--- config.mk ---
export PLATFORM = sky130hd
export DESIGN_NAME = axis_s_rx
export DESIGN_NICKNAME = d
export VERILOG_FILES = /design/src/rtl/axis_s_rx_pkg.sv /design/src/rtl/axis_s_fifo.sv /design/src/rtl/axis_s_rx.sv
export SDC_FILE = /design/constraint.sdc
export NUM_CORES = 1
export LEC_CHECK = 0
export ABC_AREA = 1
export CORE_AREA = 8 8 119 121
export CTS_CLUSTER_SIZE = 8
export DETAILED_ROUTE_END_ITERATION = 10
export DIE_AREA = 0 0 127 129
export HOLD_SLACK_MARGIN = 0.06
export SLEW_MARGIN = 15
export SYNTH_ARGS = -nofsm -noshare
export SYNTH_HDL_FRONTEND = slang
export SYNTH_SLANG_ARGS = --single-unit
--- constraint.sdc ---
create_clock -name s_axis_aclk -period 4.2 [get_ports s_axis_aclk]
set_input_delay 0.84 -clock s_axis_aclk [delete_from_list [all_inputs] [get_ports s_axis_aclk]]
set_output_delay 0.84 -clock s_axis_aclk [all_outputs]
set_load 0.02 [all_outputs]
--- src/rtl/axis_s_rx_pkg.sv ---
// Shared types and constants for the AXI4-Stream slave receiver.
package axis_s_rx_pkg;

   localparam int AXIS_DATA_W = 8;
   localparam int PKT_CNT_W   = 16;

   typedef enum logic {IDLE = 1'b0, RECV = 1'b1} rx_state_e;

   typedef struct packed {
      logic                   last;
      logic [AXIS_DATA_W-1:0] data;
   } beat_t;

endpackage

--- src/rtl/axis_s_fifo.sv ---
// Synchronous first-word-fall-through FIFO of beats; head is visible while non-empty.
module axis_s_fifo
   import axis_s_rx_pkg::*;
#(
   parameter int DEPTH = 8
) (
   input  logic                     s_axis_aclk,
   input  logic                     s_axis_areset,
   input  logic                     push,
   input  beat_t                    wr_beat,
   input  logic                     pop,
   output beat_t                    rd_beat,
   output logic                     full,
   output logic                     empty,
   output logic [$clog2(DEPTH):0]   count
);

   localparam int AW = $clog2(DEPTH);
   localparam logic [AW:0] DEPTH_C = (AW+1)'(DEPTH);

   beat_t           mem [DEPTH];
   logic [AW-1:0]   wr_ptr;
   logic [AW-1:0]   rd_ptr;

   assign full  = (count == DEPTH_C);
   assign empty = (count == '0);
   // Head is forced to zero when empty so stale storage never leaks out.
   assign rd_beat = empty ? '0 : mem[rd_ptr];

   always_ff @(posedge s_axis_aclk) begin
      if (push)
         mem[wr_ptr] <= wr_beat;
   end

   always_ff @(posedge s_axis_aclk) begin
      if (s_axis_areset) begin
         wr_ptr <= '0;
         rd_ptr <= '0;
         count  <= '0;
      end else begin
         if (push)
            wr_ptr <= wr_ptr + 1'b1;
         if (pop)
            rd_ptr <= rd_ptr + 1'b1;
         case ({push, pop})
            2'b10:   count <= count + 1'b1;
            2'b01:   count <= count - 1'b1;
            default: count <= count;
         endcase
      end
   end

endmodule

--- src/rtl/axis_s_rx.sv ---
// AXI4-Stream slave receiver: beat FIFO, packet framing FSM and packet statistics.
// Optional per-packet XOR checksum enabled by defining AXIS_S_RX_CSUM_EN.
//
// state | meaning
// IDLE  | waiting for first beat of a packet
// RECV  | inside a packet, beat_cnt beats accepted so far
module axis_s_rx
   import axis_s_rx_pkg::*;
#(
   parameter int DATA_W      = AXIS_DATA_W,
   parameter int DEPTH       = 8,
   parameter int MAX_PKT_LEN = 16
) (
   input  logic                             s_axis_aclk,
   input  logic                             s_axis_areset,
   input  logic [DATA_W-1:0]                s_axis_tdata,
   input  logic                             s_axis_tvalid,
   input  logic                             s_axis_tlast,
   output logic                             s_axis_tready,
   output logic [DATA_W-1:0]                dout,
   output logic                             dout_last,
   output logic                             dout_valid,
   input  logic                             dout_ready,
   output logic                             pkt_done,
   output logic [$clog2(MAX_PKT_LEN):0]     pkt_len,
   output logic                             pkt_err,
   output logic [PKT_CNT_W-1:0]             pkt_cnt,
   output logic [DATA_W-1:0]                pkt_csum
);

   localparam int LEN_W = $clog2(MAX_PKT_LEN) + 1;
   localparam int CW    = $clog2(DEPTH) + 1;
   localparam logic [LEN_W-1:0] MAX_LEN_C = LEN_W'(MAX_PKT_LEN);
   localparam logic [CW-1:0]    DEPTH_C   = CW'(DEPTH);

   rx_state_e         state;
   logic [LEN_W-1:0]  beat_cnt;
   logic [LEN_W-1:0]  next_len;
   logic              accept;
   logic              force_term;
   logic              finish;
   beat_t             wr_beat;
   beat_t             rd_beat;
   logic              fifo_full;
   logic              fifo_empty;
   logic [CW-1:0]     fifo_count;

   assign s_axis_tready = !s_axis_areset && (fifo_count < DEPTH_C);
   assign accept        = s_axis_tvalid && s_axis_tready;

   // Length the packet would have if the current beat is accepted.
   assign next_len   = (state == RECV) ? beat_cnt + 1'b1 : LEN_W'(1);
   assign force_term = !s_axis_tlast && (next_len == MAX_LEN_C);
   assign finish     = accept && (s_axis_tlast || force_term);

   assign wr_beat.last = s_axis_tlast || force_term;
   assign wr_beat.data = s_axis_tdata;

   assign dout       = rd_beat.data;
   assign dout_last  = rd_beat.last;
   assign dout_valid = !fifo_empty;

   axis_s_fifo #(.DEPTH(DEPTH)) u_fifo (
      .s_axis_aclk   (s_axis_aclk),
      .s_axis_areset (s_axis_areset),
      .push          (accept),
      .wr_beat       (wr_beat),
      .pop           (dout_valid && dout_ready),
      .rd_beat       (rd_beat),
      .full          (fifo_full),
      .empty         (fifo_empty),
      .count         (fifo_count)
   );

   always_ff @(posedge s_axis_aclk) begin
      if (!s_axis_areset)
         assert (!(fifo_full && accept));
   end

   always_ff @(posedge s_axis_aclk) begin
      if (s_axis_areset) begin
         state    <= IDLE;
         beat_cnt <= '0;
      end else if (accept) begin
         if (finish) begin
            state    <= IDLE;
            beat_cnt <= '0;
         end else begin
            state    <= RECV;
            beat_cnt <= next_len;
         end
      end
   end

   always_ff @(posedge s_axis_aclk) begin
      if (s_axis_areset) begin
         pkt_done <= 1'b0;
         pkt_len  <= '0;
         pkt_err  <= 1'b0;
         pkt_cnt  <= '0;
      end else begin
         pkt_done <= finish;
         if (finish) begin
            pkt_len <= next_len;
            pkt_err <= force_term;
            pkt_cnt <= pkt_cnt + 1'b1;
         end
      end
   end

`ifdef AXIS_S_RX_CSUM_EN
   logic [DATA_W-1:0] csum_acc;

   always_ff @(posedge s_axis_aclk) begin
      if (s_axis_areset) begin
         csum_acc <= '0;
         pkt_csum <= '0;
      end else if (accept) begin
         if (finish) begin
            csum_acc <= '0;
            pkt_csum <= csum_acc ^ s_axis_tdata;
         end else begin
            csum_acc <= csum_acc ^ s_axis_tdata;
         end
      end
   end
`else
   assign pkt_csum = '0;
`endif

endmodule
==> results.tsv, run 1 <==
metric	value	unit
DR vias	3815	
reg2reg start	u_fifo.count[2]	
Post-Synth Adder-Cell Area	0.0169	
fraction of layout cells with a size suffix above 1	0.118	
Crit Path Max Fanout	20	
distinct cell type count after synthesis	32	
H-tree levels	4	
Via density	5.12	
largest net degree at the start of global routing	37	
postcts setup bufs	0	
Final Hold Viols	0	
ANT cells	0	
top post-synthesis cells by count	nor2_1 (118), nand2_1 (76), edfxtp_1 (72), dfxtp_1 (42), o21ai_0 (35)	
cts hold-fix bufs	0	
sequential power share	0.356	
WL/cell	15.3	µm
status	completed	
minimum clock period	3.34	ns
max cap viols	0	
top_reg_cell synth	edfxtp_1	
layout net count	602	
Max clock buf depth	2	
port bufs	46	
# rows	41	
flop-to-flop setup slack	1.64	ns
die width	127	µm
number of global-route vias before repair	3629	
Min-Delay Endpoint	u_fifo.rd_ptr[2]	
met1 usage	0.170	
largest family of logic cells by synthesized area	simple AND/OR/NAND/NOR gates	
area occupied by multi-input gates	0.00189	mm²
initial antenna violation count	0	
Setup CP Type	reg -> out	
Int Pwr	2.58	mW
Max transition margin	0.412	
top post-synthesis cells by area	edfxtp_1 (42%), dfxtp_1 (16%), nor2_1 (8.6%), nand2_1 (5.5%), o21ai_0 (3.4%)	
GRT Max-Usage Layer	met2	
Critical Path Sink Type	primary output	
most numerous cell in the Yosys netlist	nor2_1	
yosys warns	0	
grt total ovfl	0	
routability cong.	0.811	
Iteration-0 DRC Markers	264	
hpwl dp	7280	µm
Sink Count	114	
Reg-to-Reg End	u_fifo.count[2]	
max-slew violation count	0	
# fillers	1166	
sequential share of the synthesized area	0.580	
clk_lat worst skew	0.41	ns
Post-synth EDFFs	72	
NetSw	1.08	mW
# resized after CTS	0	
compound-gate portion of the synthesized area	0.102	
clock transition at the registers of the reported paths	0.05	ns
total I/O pin count	55	
gr usage total	0.147	
multiplexer share of the synthesized area	0	
worst hold path type	reg -> reg	
setup TNS	0	ns
DRT Pass-1 Iters	4	
Syn Inst Count	528	
asr flop ratio synth	0	
PD cells	576	mW/mm²
clock share of power	0.397	
simple-gate share of the synthesized area	0.220	
CTS tree	built	
Worst Hold Margin	0.465	ns
mapped cell area	0.00517	mm²
final worst-path cycle share	0.795	
core area	0.0123	mm²
first-pass GRT wire length	18500	µm
CTS buffer count	17	
RSZ-0062 raised after global routing	false	
DRC violations left	0	
Post-Synth XOR/XNOR Area	0.0203	
worst-margin pin slew	0.878	ns
total die area	0.0164	mm²
biggest area consumer among synthesized cells	edfxtp_1	
register area	0.00300	mm²
reg2reg path depth	11	
Fmax	299	MHz
Peak VDD IR	0.318	mV
GR Util met2	0.247	
hold path start	u_fifo.rd_ptr[2]	
synthesized flop and latch total	114	
root buffer selected by CTS	clkbuf_16	
sw frac	0.296	
Starting Density	0.420	
post-route ant nets	0	
M3 GR Usage	0.0447	
syn avg cell area	9.80	µm²
Yosys top cell area share	0.418	
area grow syn2layout	22.7	%
final setup fails	0	
WHS Path Cells	2	
clk_skew	0.00868	ns
WL final	11400	µm
Comb pwr share	0.247	
die height	129	µm
Worst setup SP type	register	
cell leakage power	2.24	nW
Arr. time, crit path	2.50	ns
Crit path required time	3.36	ns
total power	3.66	mW
[layer usage]
metal | part of all wire | up-vias
met5 | 0 | -
met4 | 0.018 | 0
met3 | 0.045 | 19
met2 | 0.48 | 71
met1 | 0.46 | 1815
li1 | - | 1910
[worst max path at each step]
| stage | start | end | slack (ns) |
|---|---|---|---|
| floorplan | s_axis_areset | u_fifo.count[2] | 1.53 |
| global placement | s_axis_areset | u_fifo.mem[2][1] | 1.19 |
| detailed placement | s_axis_areset | u_fifo.mem[2][1] | 1.10 |
| CTS | register | dout[2] | 0.84 |
| global route | register | dout[5] | 0.65 |
| finish | register | dout[2] | 0.86 |
[worst max-delay path: stages (launching register included)]
cell and delay (ns):
dfxtp_1 0.65, buf_4 0.33, o21ai_0 0.12, o32ai_1 0.11, o21ai_0 0.11, nor2_1 0.13, clkdlybuf4s50_1 0.63
[kinds of logic (layout without fill, tap and decap cells)]
kind of cell             after synthesis  after routing
AND/OR/NAND/NOR                      249            249
flip-flops                           114            114
AO/OA/AOI/OAI                         84             84
buffers and inverters                 61            121
XOR/XNOR                              12             12
adder cells (fa/ha/maj)                7              7
other                                  1              8
[power groups by stage]
stage | Combinational, mW | Clock [mW] | Sequential (mW)
2_1_floorplan | 0.599 | 0 | 1.30
3_3_place_gp | 0.897 | 0 | 1.32
3_5_place_dp | 0.909 | 0 | 1.32
4_1_cts | 0.912 | 1.48 | 1.30
5_1_grt | 0.998 | 1.54 | 1.31
6_report | 0.904 | 1.45 | 1.30
[cells in the final DEF, fill, tap and decap left out, types with 3 or more instances in the layout]
master	instances
a21oi_1	20
a21oi_2	10
buf_4	13
bufinv_16	4
clkbuf_16	17
clkdlybuf4s50_1	46
clkinv_1	5
clkinv_2	5
conb_1	8
dfxtp_1	42
edfxtp_1	72
ha_1	7
inv_1	26
nand2_1	76
nand3_1	22
nand3_2	12
nand3b_1	3
nand4_1	11
nor2_1	118
o21ai_0	35
o32ai_1	18
xnor2_1	5
xor2_1	7
[per-stage QoR]
step                       util  instances  cell area (µm²)  setup WS [ns]
after CTS                 0.516        745             6350          0.835
after global routing      0.516        745             6350          0.648
final                     0.516        745             6350          0.859
after global placement    0.467        713             5750           1.19
after floorplan               -        535             5200           1.53
after detailed placement  0.467        713             5750           1.10
[final cells by class]
cell class | instances | share of cell area
clock buffers | 19 | 0.0682
well taps | 150 | 0.0296
repair buffers | 59 | 0.0879
clock inverters | 13 | 0.0262
multi-input cells | 360 | 0.297
inverters | 30 | 0.0179
flip-flops and latches | 114 | 0.473
[sequential cells by signal, summed over array words and instances (netlist names), named ones only]
signal         cells
beat_cnt           5
pkt_err            1
pkt_cnt           16
pkt_done           1
state              1
u_fifo.mem        72
u_fifo.rd_ptr      3
u_fifo.wr_ptr      3
pkt_len            5
u_fifo.count       4
(Power assumes the default switching activity.)
==> inputs of run 2 (changes only) <==
Settings changed: PLACE_DENSITY from default to 0.65.
Clock period 4.2 ns to 2.9 ns, I/O delays scaled along.
==> results.tsv, run 2 (synthesis gave the netlist of run 1 again) <==
metric	value	unit	change
status	completed		
Arr. time, crit path	2.15	ns	-0.35 ns
CP peak stage delay	0.61	ns	-0.04 ns
Crit Path Max Fanout	36		+80%
Critical Path Sink Type	primary output		
total power	5.42	mW	+48%
final worst-path cycle share	0.941		
final setup fails	0		unchanged
CTS buffer count	17		unchanged
setup TNS	0	ns	unchanged
DRT Pass-1 Iters	5		+1
total I/O pin count	55		unchanged
Via density	5.15		+0.65%
RSZ-0062 raised after global routing	false		
cell leakage power	2.38	nW	+6.3%
max-slew violation count	0		unchanged
DRC violations left	0		unchanged
PD cells	841	mW/mm²	+46%
Critical-path top delay cell	clkdlybuf4s50_1		
H-tree levels	4		unchanged
Worst setup SP type	register		
minimum clock period	2.73	ns	
# rows	41		unchanged
clk_skew	0.0103	ns	+0.00162 ns
fraction of layout cells with a size suffix above 1	0.122		+0.00463
Crit path max-delay family	buffers and inverters		
most frequent cells in the layout	nor2_1 (118), nand2_1 (76), edfxtp_1 (72), dfxtp_1 (42), clkdlybuf4s50_1 (38)		
clock transition at the registers of the reported paths	0.05	ns	about the same
die width	127	µm	unchanged
DP Cell Count	715		+0.28%
Regs by FF count	u_fifo.mem x72, pkt_cnt x16		
gr usage total	0.152		+0.00444
worst hold path type	reg -> reg		
CP bufs+invs	2		unchanged
most common cell after layout, fill and taps aside	nor2_1		
cts hold-fix bufs	0		unchanged
Sink Count	114		unchanged
post-route ant nets	0		unchanged
hpwl dp	7450	µm	+2.3%
Largest register FFs	72		unchanged
total die area	0.0164	mm²	unchanged
Peak VDD IR	0.355	mV	+12%
grt total ovfl	0		unchanged
WL/cell	15.7	µm	+2.6%
die height	129	µm	unchanged
final worst slack	0.173	ns	-0.687 ns
Fmax	367	MHz	
worst slack, placed	0.328	ns	-0.767 ns
cell chain of the critical path	buf_12 > nor2_1 > o32ai_1 > o21ai_0 > nor2_1 > clkdlybuf4s50_1		
# fillers	1139		-2.3%
Top reg by flops	u_fifo.mem		
Starting Density	0.420		unchanged
root buffer selected by CTS	clkbuf_16		
clk_lat worst skew	0.41	ns	about the same
first-pass GRT wire length	19300	µm	+4.1%
Max clock buf depth	2		unchanged
max cap viols	0		unchanged
Crit path required time	2.32	ns	-1.04 ns
WL final	11700	µm	+2.9%
Non-Filler Instances	747		+0.27%
Most common cell on crit path	nor2_1		
core area	0.0123	mm²	unchanged
Setup CP Type	reg -> out		
number of global-route vias before repair	3869		+6.6%
layout net count	605		+0.50%
area grow syn2layout	24.4	%	
Final Util	0.523		+0.00721
initial antenna violation count	0		unchanged
DR vias	3850		+0.92%
port bufs	46		unchanged
CTS tree	built		
ANT cells	0		unchanged
routability cong.	0.813		+0.33%
Iteration-0 DRC Markers	273		+3.4%
largest net degree at the start of global routing	37		unchanged
Final Hold Viols	0		unchanged
run 2: worst register-to-register path: stages (launching register included):
cell	delay, ns
dfxtp_1	0.42
inv_1	0.06
nand4_1	0.14
buf_12	0.15
nand2_1	0.06
inv_1	0.17
ha_1	0.26
xor2_1	0.26
ha_1	0.21
a21oi_1	0.06
xnor2_1	0.13
o21ai_0	0.18
inv_1	0.07
run 2: what timing repair did:
action                     4_1_cts  5_1_grt
pin swaps                        1        0
resized for setup                0        8
setup endpoints to repair        1        8
setup buffers                    1        0
run 2: metrics by stage:
stage / hold WS (ns) / area (µm²)
floorplan: 0.433 / 5200
global placement: 0.456 / 5800
detailed placement: 0.457 / 5800
CTS: 0.465 / 6420
global route: 0.488 / 6440
finish: 0.462 / 6440
run 2: area by class of cell:
type / instances / area, µm² / area share
Clock inverter: 14 / 170 / 0.0264
Multi-Input combinational cell: 360 / 1890 / 0.293
Tap cell: 150 / 188 / 0.0291
Timing Repair Buffer: 62 / 651 / 0.101
Inverter: 30 / 114 / 0.0177
Sequential cell: 114 / 3000 / 0.466
Clock buffer: 17 / 425 / 0.0661
run 2: path summary, 6_finish.rpt:
path | from | slack, ns | depth (start not counted) | to
worst max-delay path | register | 0.17 | 6 | dout[6]
worst min-delay path | beat_cnt[4] | 0.46 | 2 | beat_cnt[4]
worst max register to register | u_fifo.count[0] | 0.61 | 12 | u_fifo.count[2]
worst min register to register | beat_cnt[4] | 0.46 | 2 | beat_cnt[4]
run 2: routing by layer:
metal | track usage | vias up | wire length, µm
li1 | - | 1912 | -
met1 | 0.175 | 1840 | 5060
met2 | 0.253 | 84 | 5850
met3 | 0.0525 | 14 | 677
met4 | 0.0623 | 0 | 156
met5 | 0 | - | 0
run 2: report_power, final:
part	leakage (nW)	switching, mW	internal [mW]
clock network	0.288	0.712	1.41
logic	1.10	0.848	0.575
registers	0.992	0.0622	1.81
==> inputs of run 3 (changes only) <==
Settings changed: ABC_AREA 1 to default, CORE_AREA 8 8 119 121 to 8 8 115 117, DIE_AREA 0 0 127 129 to 0 0 123 125, PLACE_DENSITY 0.65 to 0.72.
==> results.tsv, run 3 <==
metric	value	unit	change
largest net degree at the start of global routing	34		-8.1%
sequential share of the synthesized area	0.627		+0.0472
WL final	10100	µm	-14%
max-slew violation count	0		unchanged
GR Util met2	0.231		-0.0227
H-tree levels	4		unchanged
# rows	40		-2.4%
final setup fails	0		unchanged
cell leakage power	2.08	nW	-13%
root buffer selected by CTS	clkbuf_16		
most common cell after layout, fill and taps aside	edfxtp_1		
Arr. time, crit path	2.21	ns	+0.06 ns
postcts setup bufs	0		-1
first-pass GRT wire length	16600	µm	-14%
Syn Inst Count	361		-32%
most numerous cell in the Yosys netlist	edfxtp_1		
final worst slack	0.105	ns	-0.0674 ns
Starting Density	0.412		-0.00815
routability cong.	0.767		-5.6%
hpwl dp	6550	µm	-12%
hold path start	pkt_len[1]		
DR vias	3073		-20%
Critical Path Sink Type	primary output		
M3 GR Usage	0.0482		-0.00439
Regs by FF count	u_fifo.mem x72, pkt_cnt x16		
met1 usage	0.165		-0.0101
Max clock buf depth	2		unchanged
Final Hold Viols	0		unchanged
Fmax	358	MHz	-2.4%
Top reg by flops	u_fifo.mem		
worst hold path type	reg -> reg		
Sink Count	114		unchanged
most frequent cells in the layout	edfxtp_1 (72), clkdlybuf4s50_1 (43), dfxtp_1 (42), nor2_1 (27), buf_4 (21)		
mapped cell area	0.00479	mm²	-7.5%
final worst-path cycle share	0.964		+0.0232
asr flop ratio synth	0		unchanged
port bufs	46		unchanged
Yosys top cell area share	0.452		+0.0340
biggest area consumer among synthesized cells	edfxtp_1		
minimum clock period	2.79	ns	+0.0674 ns
Crit path required time	2.32	ns	about the same
Worst setup SP type	register		
number of global-route vias before repair	3232		-16%
Final Util	0.522		-0.000661
grt total ovfl	0		unchanged
clk_skew	0.00953	ns	-0.000770 ns
CTS buffer count	17		unchanged
worst slack, placed	0.203	ns	-0.125 ns
Post-synth EDFFs	72		unchanged
GRT Max-Usage Layer	met2		
synthesized flop and latch total	114		unchanged
die height	125	µm	-3.1%
cts hold-fix bufs	0		unchanged
# fillers	982		-14%
post-route ant nets	0		unchanged
die width	123	µm	-3.1%
area grow syn2layout	26.7	%	
Crit Path Max Fanout	8		-78%
syn avg cell area	13.3	µm²	+35%
top_reg_cell synth	edfxtp_1		
WL/cell	17.2	µm	+9.6%
Largest register FFs	72		unchanged
top post-synthesis cells by area	edfxtp_1 (45%), dfxtp_1 (18%), mux4_2 (8.5%), mux2i_1 (2.9%), a21oi_1 (2.2%)		
total I/O pin count	55		unchanged
DRT Pass-1 Iters	4		-1
fraction of layout cells with a size suffix above 1	0.180		+0.0573
Via density	5.24		+1.6%
Setup CP Type	reg -> out		
status	completed		
reg2reg start	beat_cnt[0]		
clk_lat worst skew	0.40	ns	about the same
DRC violations left	0		unchanged
max cap viols	0		unchanged
gr usage total	0.140		-0.0118
clock transition at the registers of the reported paths	0.05	ns	about the same
CTS tree	built		
PD cells	821	mW/mm²	-2.4%
initial antenna violation count	0		unchanged
Iteration-0 DRC Markers	163		-40%
total die area	0.0154	mm²	-6.2%
distinct cell type count after synthesis	44		+38%
core area	0.0116	mm²	-5.7%
top post-synthesis cells by count	edfxtp_1 (72), dfxtp_1 (42), nor2_1 (28), a21oi_1 (21), nand2_1 (20)		
ANT cells	0		unchanged
layout net count	447		-26%
Peak VDD IR	0.505	mV	+42%
yosys warns	0		unchanged
[run 3: cell count changes in the layout (fill, tap and decap cells not counted), sizes merged, moves of 9 or more]
cell	before	now
o32ai	18	0
a21oi	30	21
nand3	35	17
mux2i	0	14
nor2	121	28
mux4	0	18
or4	0	9
nand2	78	20
o21ai	35	14
inv	27	8
[run 3: power breakdown]
group	internal, mW	switching (mW)
clock	1.17	0.714
sequential	1.80	0.0765
combinational	0.582	0.635
[run 3: critical path, cell delays in order (launching register included)]
cell and delay [ns]:
dfxtp_1 0.37, buf_6 0.19, mux4_2 0.51, mux2i_1 0.15, nor2_1 0.05, clkdlybuf4s50_1 0.55
[run 3: cell families (layout without fill, tap and decap cells)]
family          Yosys count  in the layout  synth area share
compound gates           50             50            0.0620
buf+inv                  35            107            0.0358
simple gates            110            110             0.119
xor+xnor                 11             11            0.0201
other cells               1              8          0.000784
fa+ha+maj                 7              7            0.0183
mux                      33             33             0.116
flops                   114            114             0.627
[run 3: worst paths after layout]
kind | end | slack (ns) | depth (start not counted)
worst max register to register | pkt_cnt[11] | 0.36 | 7
worst max-delay path | dout[4] | 0.11 | 5
worst min register to register | pkt_len[1] | 0.47 | 2
worst min-delay path | pkt_len[1] | 0.47 | 2
[run 3: per-stage QoR]
stage	hold WS (ns)	instances	TNS (ns)	power, mW	instance area [µm²]
3_3_place_gp	0.461	555	0	3.09	5510
6_report	0.471	587	0	4.98	6060
4_1_cts	0.479	587	0	5.03	6050
2_1_floorplan	0.467	368	0	2.66	4860
3_5_place_dp	0.469	555	0	3.14	5510
5_1_grt	0.487	587	-0.00163	5.20	6060
[run 3: area by class of cell]
type / instances / area [µm²] / share of cell area
clock buffers: 18 / 429 / 0.0708
clock inverters: 14 / 115 / 0.0190
inverters: 7 / 26.3 / 0.00433
multi-input cells: 219 / 1670 / 0.275
flip-flops and latches: 114 / 3000 / 0.495
well taps: 147 / 184 / 0.0303
repair buffers: 68 / 637 / 0.105
[run 3: per-layer routing]
layer	share of wire	wire, µm	up-vias
met1	0.41	4200	1493
met4	0.010	103	0
met5	0	0	-
met3	0.061	620	10
met2	0.51	5200	84
li1	-	-	1486
[run 3: repair_timing]
item / CTS / global route
gates resized for setup: 0 / 4
endpoints found under the hold margin: 0 / 0
setup endpoints to repair: 0 / 4
==> RTL change 1: new RTL, settings of run 2 <==
Put one more register stage on the output `pkt_cnt`, with the module's reset. The value now appears one clock later. The other outputs are not delayed to match.
--- a/src/rtl/axis_s_rx.sv
+++ b/src/rtl/axis_s_rx.sv
@@ -32,6 +32,8 @@
    localparam int CW    = $clog2(DEPTH) + 1;
    localparam logic [LEN_W-1:0] MAX_LEN_C = LEN_W'(MAX_PKT_LEN);
    localparam logic [CW-1:0]    DEPTH_C   = CW'(DEPTH);
+
+   logic [PKT_CNT_W-1:0] pkt_cnt_s0;
 
    rx_state_e         state;
    logic [LEN_W-1:0]  beat_cnt;
@@ -97,13 +99,13 @@
          pkt_done <= 1'b0;
          pkt_len  <= '0;
          pkt_err  <= 1'b0;
-         pkt_cnt  <= '0;
+         pkt_cnt_s0 <= '0;
       end else begin
          pkt_done <= finish;
          if (finish) begin
             pkt_len <= next_len;
             pkt_err <= force_term;
-            pkt_cnt <= pkt_cnt + 1'b1;
+            pkt_cnt_s0 <= pkt_cnt_s0 + 1'b1;
          end
       end
    end
@@ -128,4 +130,12 @@
    assign pkt_csum = '0;
 `endif
 
+   always_ff @(posedge s_axis_aclk) begin
+      if (s_axis_areset) begin
+         pkt_cnt <= '0;
+      end else begin
+         pkt_cnt <= pkt_cnt_s0;
+      end
+   end
+
 endmodule
Formal check against the unedited RTL: not equivalent (a bounded check fails within 4 cycles, from zero or initial values and one cycle with s_axis_areset high).
==> RTL change 1 against run 2 <==
  * Cell count grew 6.7%
  * Area after synthesis grew 9.8%
  * Power grew 6.1%
  * Sequential cell count grew 16
  * Final area grew 8.0%
  * Register-to-register slack is essentially flat
  * Wire length grew 1.3%
  * Fmax shrank 0.42%
  * Worst setup slack lost 0.011 ns
  * Critical endpoint is now dout[2]
  * Largest power group unchanged
==> RTL change 1: results (changes against run 2) <==
HPWL Detailed -> 7.55 mm (+1.4%)
Leakage -> 2.58 nW (+8.2%)
Routability congestion estimate -> 0.807 (-0.84%)
Largest regs -> u_fifo.mem x72, pkt_cnt x16, pkt_cnt_s0 x16
Share of cells above drive strength 1 -> 0.148 (+0.0261)
Hold slack final -> 0.463 ns (+0.000256 ns)
Unique masters post-synth -> 34 (+6.3%)
Fillers -> 1,080 (-5.2%)
Max Buffers Root-to-Sink -> 2 (unchanged)
Starting DRC count in detailed routing -> 376 (+38%)
Detailed Route WL -> 11.9 mm (+1.3%)
I/O Buffers -> 46 (unchanged)
Number of global-route vias before repair -> 4,113 (+6.3%)
Warnings, synthesis -> 0 (unchanged)
Antenna cell count -> 0 (unchanged)
R2r setup slk -> 0.61 ns (about the same)
EDFF count, synth -> 72 (unchanged)
Outcome -> completed
Clock latency on the worst-skew pair -> 0.41 ns (about the same)
DRT Pass-1 Iters -> 5 (unchanged)
GRT Total Usage -> 0.155 (+0.00280)
Seq/Total Area, Yosys -> 0.585 (+0.00475)
Most frequent cells after synthesis -> nor2_1 (133), edfxtp_1 (72), nand2_1 (70)
Routed Antenna Nets -> 0 (unchanged)
Min-Delay Path Class -> register to register
Critical path fanouts, max -> 36 (unchanged)
Vias per cell -> 5.13 (-0.50%)
Global-route wire length before repair -> 20.1 mm (+4.1%)
Clk_skew -> 0.00821 ns (-0.00209 ns)
VDD IR max -> 0.385 mV (+8.4%)
Pin count of the biggest net entering global routing -> 40 (+8.1%)
Arrival time worst endpoint -> 2.16 ns
Fin nets -> 654 (+8.1%)
Top post-synthesis cells by area -> edfxtp_1 (38%), dfxtp_1 (20%), nor2_1 (8.8%)
## RTL change 1: kinds of logic (layout without fill, tap and decap cells)
family | count (synthesis) | in the layout | synth area share
XOR/XNOR | 11 | 11 | 0.0170
flip-flops | 130 | 130 | 0.585
buffers and inverters | 77 | 140 | 0.0665
AO/OA/AOI/OAI | 87 | 87 | 0.0982
adder cells (fa/ha/maj) | 7 | 7 | 0.0154
AND/OR/NAND/NOR | 264 | 264 | 0.217
other | 1 | 8 | 0.000660
## RTL change 1: layout make-up
type,instances,area share
inverters,43,0.0236
well taps,150,0.0270
multi-input cells,377,0.288
flip-flops and latches,130,0.478
repair buffers,65,0.0939
clock buffers,19,0.0622
clock inverters,13,0.0273
## RTL change 1: worst max-delay path, cell delays in order (launching register included)
cell             delay, ns
dfxtp_1               0.37
buf_12                0.20
nor2_1                0.07
o32ai_1               0.26
o21ai_0               0.10
nor2_1                0.11
clkdlybuf4s50_1       0.61
## RTL change 1: worst paths after layout
path,startpoint,cells after the start,endpoint
setup / recovery,register,6,dout[2]
hold / removal,beat_cnt[4],2,beat_cnt[4]
setup reg to reg,u_fifo.count[1],14,u_fifo.count[3]
hold reg to reg,beat_cnt[4],2,beat_cnt[4]
## RTL change 1: what timing repair did
item | 4_1_cts | 5_1_grt
setup buffers | 0 | 3
pin swaps | 1 | 1
endpoints found under the setup margin | 1 | 8
gates resized for setup | 0 | 7
## RTL change 1: metal layers
metal | GRT usage | part of all wire | wire length (µm) | up-vias
li1 | - | - | - | 2044
met1 | 0.188 | 0.45 | 5330 | 1930
met2 | 0.254 | 0.49 | 5840 | 105
met3 | 0.0459 | 0.053 | 626 | 8
met4 | 0.0595 | 0.0084 | 100 | 0
met5 | 0 | 0 | 0 | -
## RTL change 1: stage by stage
| step | worst slack (ns) | power [mW] | util | instances | cell area, µm² |
|---|---|---|---|---|---|
| global placement | 0.452 | 3.47 | 0.511 | 762 | 6290 |
| floorplan | 0.495 | 2.99 | - | 584 | 5710 |
| finish | 0.161 | 5.74 | 0.565 | 797 | 6960 |
| detailed placement | 0.416 | 3.50 | 0.511 | 762 | 6290 |
| CTS | 0.00892 | 5.76 | 0.562 | 794 | 6920 |
| global route | 0.0175 | 6.05 | 0.565 | 797 | 6960 |
## RTL change 1: report_power, final
part / internal (mW) / total (mW) / switching [mW]
registers: 2.03 / 2.08 / 0.0560
clock network: 1.51 / 2.25 / 0.743
logic: 0.573 / 1.41 / 0.836
total: 4.11 / 5.74 / 1.64
==> RTL change 2: new RTL, config.mk and constraints of run 2 <==
Made on the original files. Change the parameter `MAX_PKT_LEN` from 16 to 8.
--- a/src/rtl/axis_s_rx.sv
+++ b/src/rtl/axis_s_rx.sv
@@ -9,7 +9,7 @@
 #(
    parameter int DATA_W      = AXIS_DATA_W,
    parameter int DEPTH       = 8,
-   parameter int MAX_PKT_LEN = 16
+   parameter int MAX_PKT_LEN = 8
 ) (
    input  logic                             s_axis_aclk,
    input  logic                             s_axis_areset,
Interface: changed (resized pkt_len); port bits go from 55 to 54. The function was not compared with the original's and may differ.
==> RTL change 2 against run 2 <==
  * Wire length fell by 5.5%
  * Final area down 6.1%
  * Sequential cell count down 2
  * Power decreased by 20%
  * Global-route usage is 0.97 points lower
  * Register-to-register slack worse by 0.10 ns
  * Critical endpoint is now dout[5]
  * Area after synthesis is 0.31% lower
  * Worst setup slack improved by 0.088 ns
  * Combinational power shrank 8%
  * Via count shrank 4.2%
==> RTL change 2: results (changes against run 2) <==
Reg clk slew, reported paths -> 0.07 ns (+0.02 ns)
Number of global-route vias before repair -> 3,644 (-5.8%)
Arrival time worst endpoint -> 2.06 ns (-0.09 ns)
Post-cts gate resize count -> 5 (+5)
Unique masters post-synth -> 33 (+3.1%)
R2r setup slk -> 0.51 ns (-0.10 ns)
Min-Delay Path Class -> register to register
Met2 Track Usage GR -> 0.235 (-0.0181)
Leakage -> 2.18 nW (-8.4%)
Met1 Usage GRT -> 0.170 (-0.00483)
Clock latency on the worst-skew pair -> 0.36 ns (-0.05 ns)
Pre-CTS WS -> 0.274 ns (-0.0538 ns)
Routability congestion estimate -> 0.819 (+0.74%)
VDD IR max -> 0.253 mV (-29%)
Warnings, synthesis -> 0 (unchanged)
Seq/Total Area, Yosys -> 0.574 (-0.00593)
Minimum clock period -> 2.64 ns (-0.0876 ns)
Share of cells above drive strength 1 -> 0.145 (+0.0225)
Reg-to-Reg Start -> u_fifo.count[0]
GRT Total Usage -> 0.142 (-0.00968)
Clk_skew -> 0.0112 ns (+0.000899 ns)
Global-route wire length before repair -> 18.4 mm (-4.8%)
Dpl cell area -> 0.00573 mm² (-1.3%)
Critical path fanouts, max -> 23 (-36%)
Antenna cell count -> 0 (unchanged)
Synth Area in XOR/XNOR -> 0.0170 (-0.00333)
GR Layer Usage met3 -> 0.0501 (-0.00248)
Syn Inst Count -> 527 (-0.19%)
Detailed Route WL -> 11.1 mm (-5.5%)
H-tree depth -> 3 (-1)
HPWL Detailed -> 7.39 mm (-0.72%)
Critical path's slowest cell -> dfxtp_1
Vias per cell -> 5.05 (-2.0%)
Placed cells -> 714 (-0.14%)
Crit path to -> dout[5]
Adder-cell share of the synthesized area -> 0.0170 (+0.0000534)
Largest regs -> u_fifo.mem x72, pkt_cnt x16
Sw frac -> 0.345 (+0.0453)
Critical Path Max Stage Delay -> 0.42 ns (-0.19 ns)
Pin count of the biggest net entering global routing -> 30 (-19%)
Reg2reg end -> u_fifo.count[2]
Multi-input gate area -> 0.00190 mm² (+0.60%)
Most frequent cells after synthesis -> nor2_1 (109), edfxtp_1 (72), nand2_1 (64), o21ai_0 (64), dfxtp_1 (40)
I/O Buffers -> 45 (-2.2%)
Synth Area in Compound Gates -> 0.113 (+0.0108)
Worst r2r path cells -> 11 (-1)
Fin cells -> 730 (-2.3%)
Max Buffers Root-to-Sink -> 2 (unchanged)
Post-CTS setup buffer count -> 0 (-1)
DRT Pass-1 Iters -> 4 (-1)
Outcome -> completed
Fin nets -> 595 (-1.7%)
Starting DRC count in detailed routing -> 307 (+12%)
Cts bufs inserted -> 9 (-8)
Top post-synthesis cells by area -> edfxtp_1 (42%), dfxtp_1 (16%), nor2_1 (7.9%)
Fillers -> 1,151 (+1.1%)
## RTL change 2: cells by family after synthesis
family	count (synthesis)
adders and majority gates	7
and+or+nand+nor	234
other	1
buffers and inverters	60
AOI/OAI and AO/OA	103
xor gates and xnor gates	10
DFF	112
## RTL change 2: cell type report
| cell class | instances | share of cell area |
|---|---|---|
| Clock buffer | 9 | 0.0373 |
| Clock inverter | 7 | 0.0112 |
| Inverter | 30 | 0.0199 |
| Multi-Input combinational cell | 362 | 0.314 |
| Sequential cell | 112 | 0.490 |
| Tap cell | 150 | 0.0310 |
| Timing Repair Buffer | 60 | 0.0963 |
## RTL change 2: worst min-delay path by stage
stage | depth (start not counted) | to | start | slack, ns
global route | 2 | pkt_len[2] | pkt_len[2] | 0.51
finish | 2 | pkt_err | pkt_err | 0.47
floorplan | 2 | register | u_fifo.rd_ptr[2] | 0.43
detailed placement | 2 | register | u_fifo.rd_ptr[2] | 0.45
global placement | 2 | u_fifo.rd_ptr[2] | u_fifo.rd_ptr[2] | 0.45
CTS | 2 | u_fifo.rd_ptr[2] | u_fifo.rd_ptr[2] | 0.47
## RTL change 2: power groups by stage
stage	Sequential, mW	Clock [mW]	Combinational (mW)
floorplan	1.86	0	0.866
global placement	1.86	0	1.30
detailed placement	1.86	0	1.33
CTS	1.83	1.25	1.33
global route	1.84	1.33	1.46
finish	1.83	1.22	1.30
## RTL change 2: metal layers
| metal | part of all wire | vias to the layer above | routed length, µm |
|---|---|---|---|
| met3 | 0.062 | 11 | 685 |
| met5 | 0 | - | 0 |
| li1 | - | 1877 | - |
| met1 | 0.44 | 1713 | 4850 |
| met2 | 0.49 | 88 | 5450 |
| met4 | 0.011 | 0 | 119 |
## RTL change 2: critical path: cells and delay by family, from the launching register on
family          cells  cell delay, ns
flops               1            0.42
buf+inv             2            0.59
compound gates      4            0.70
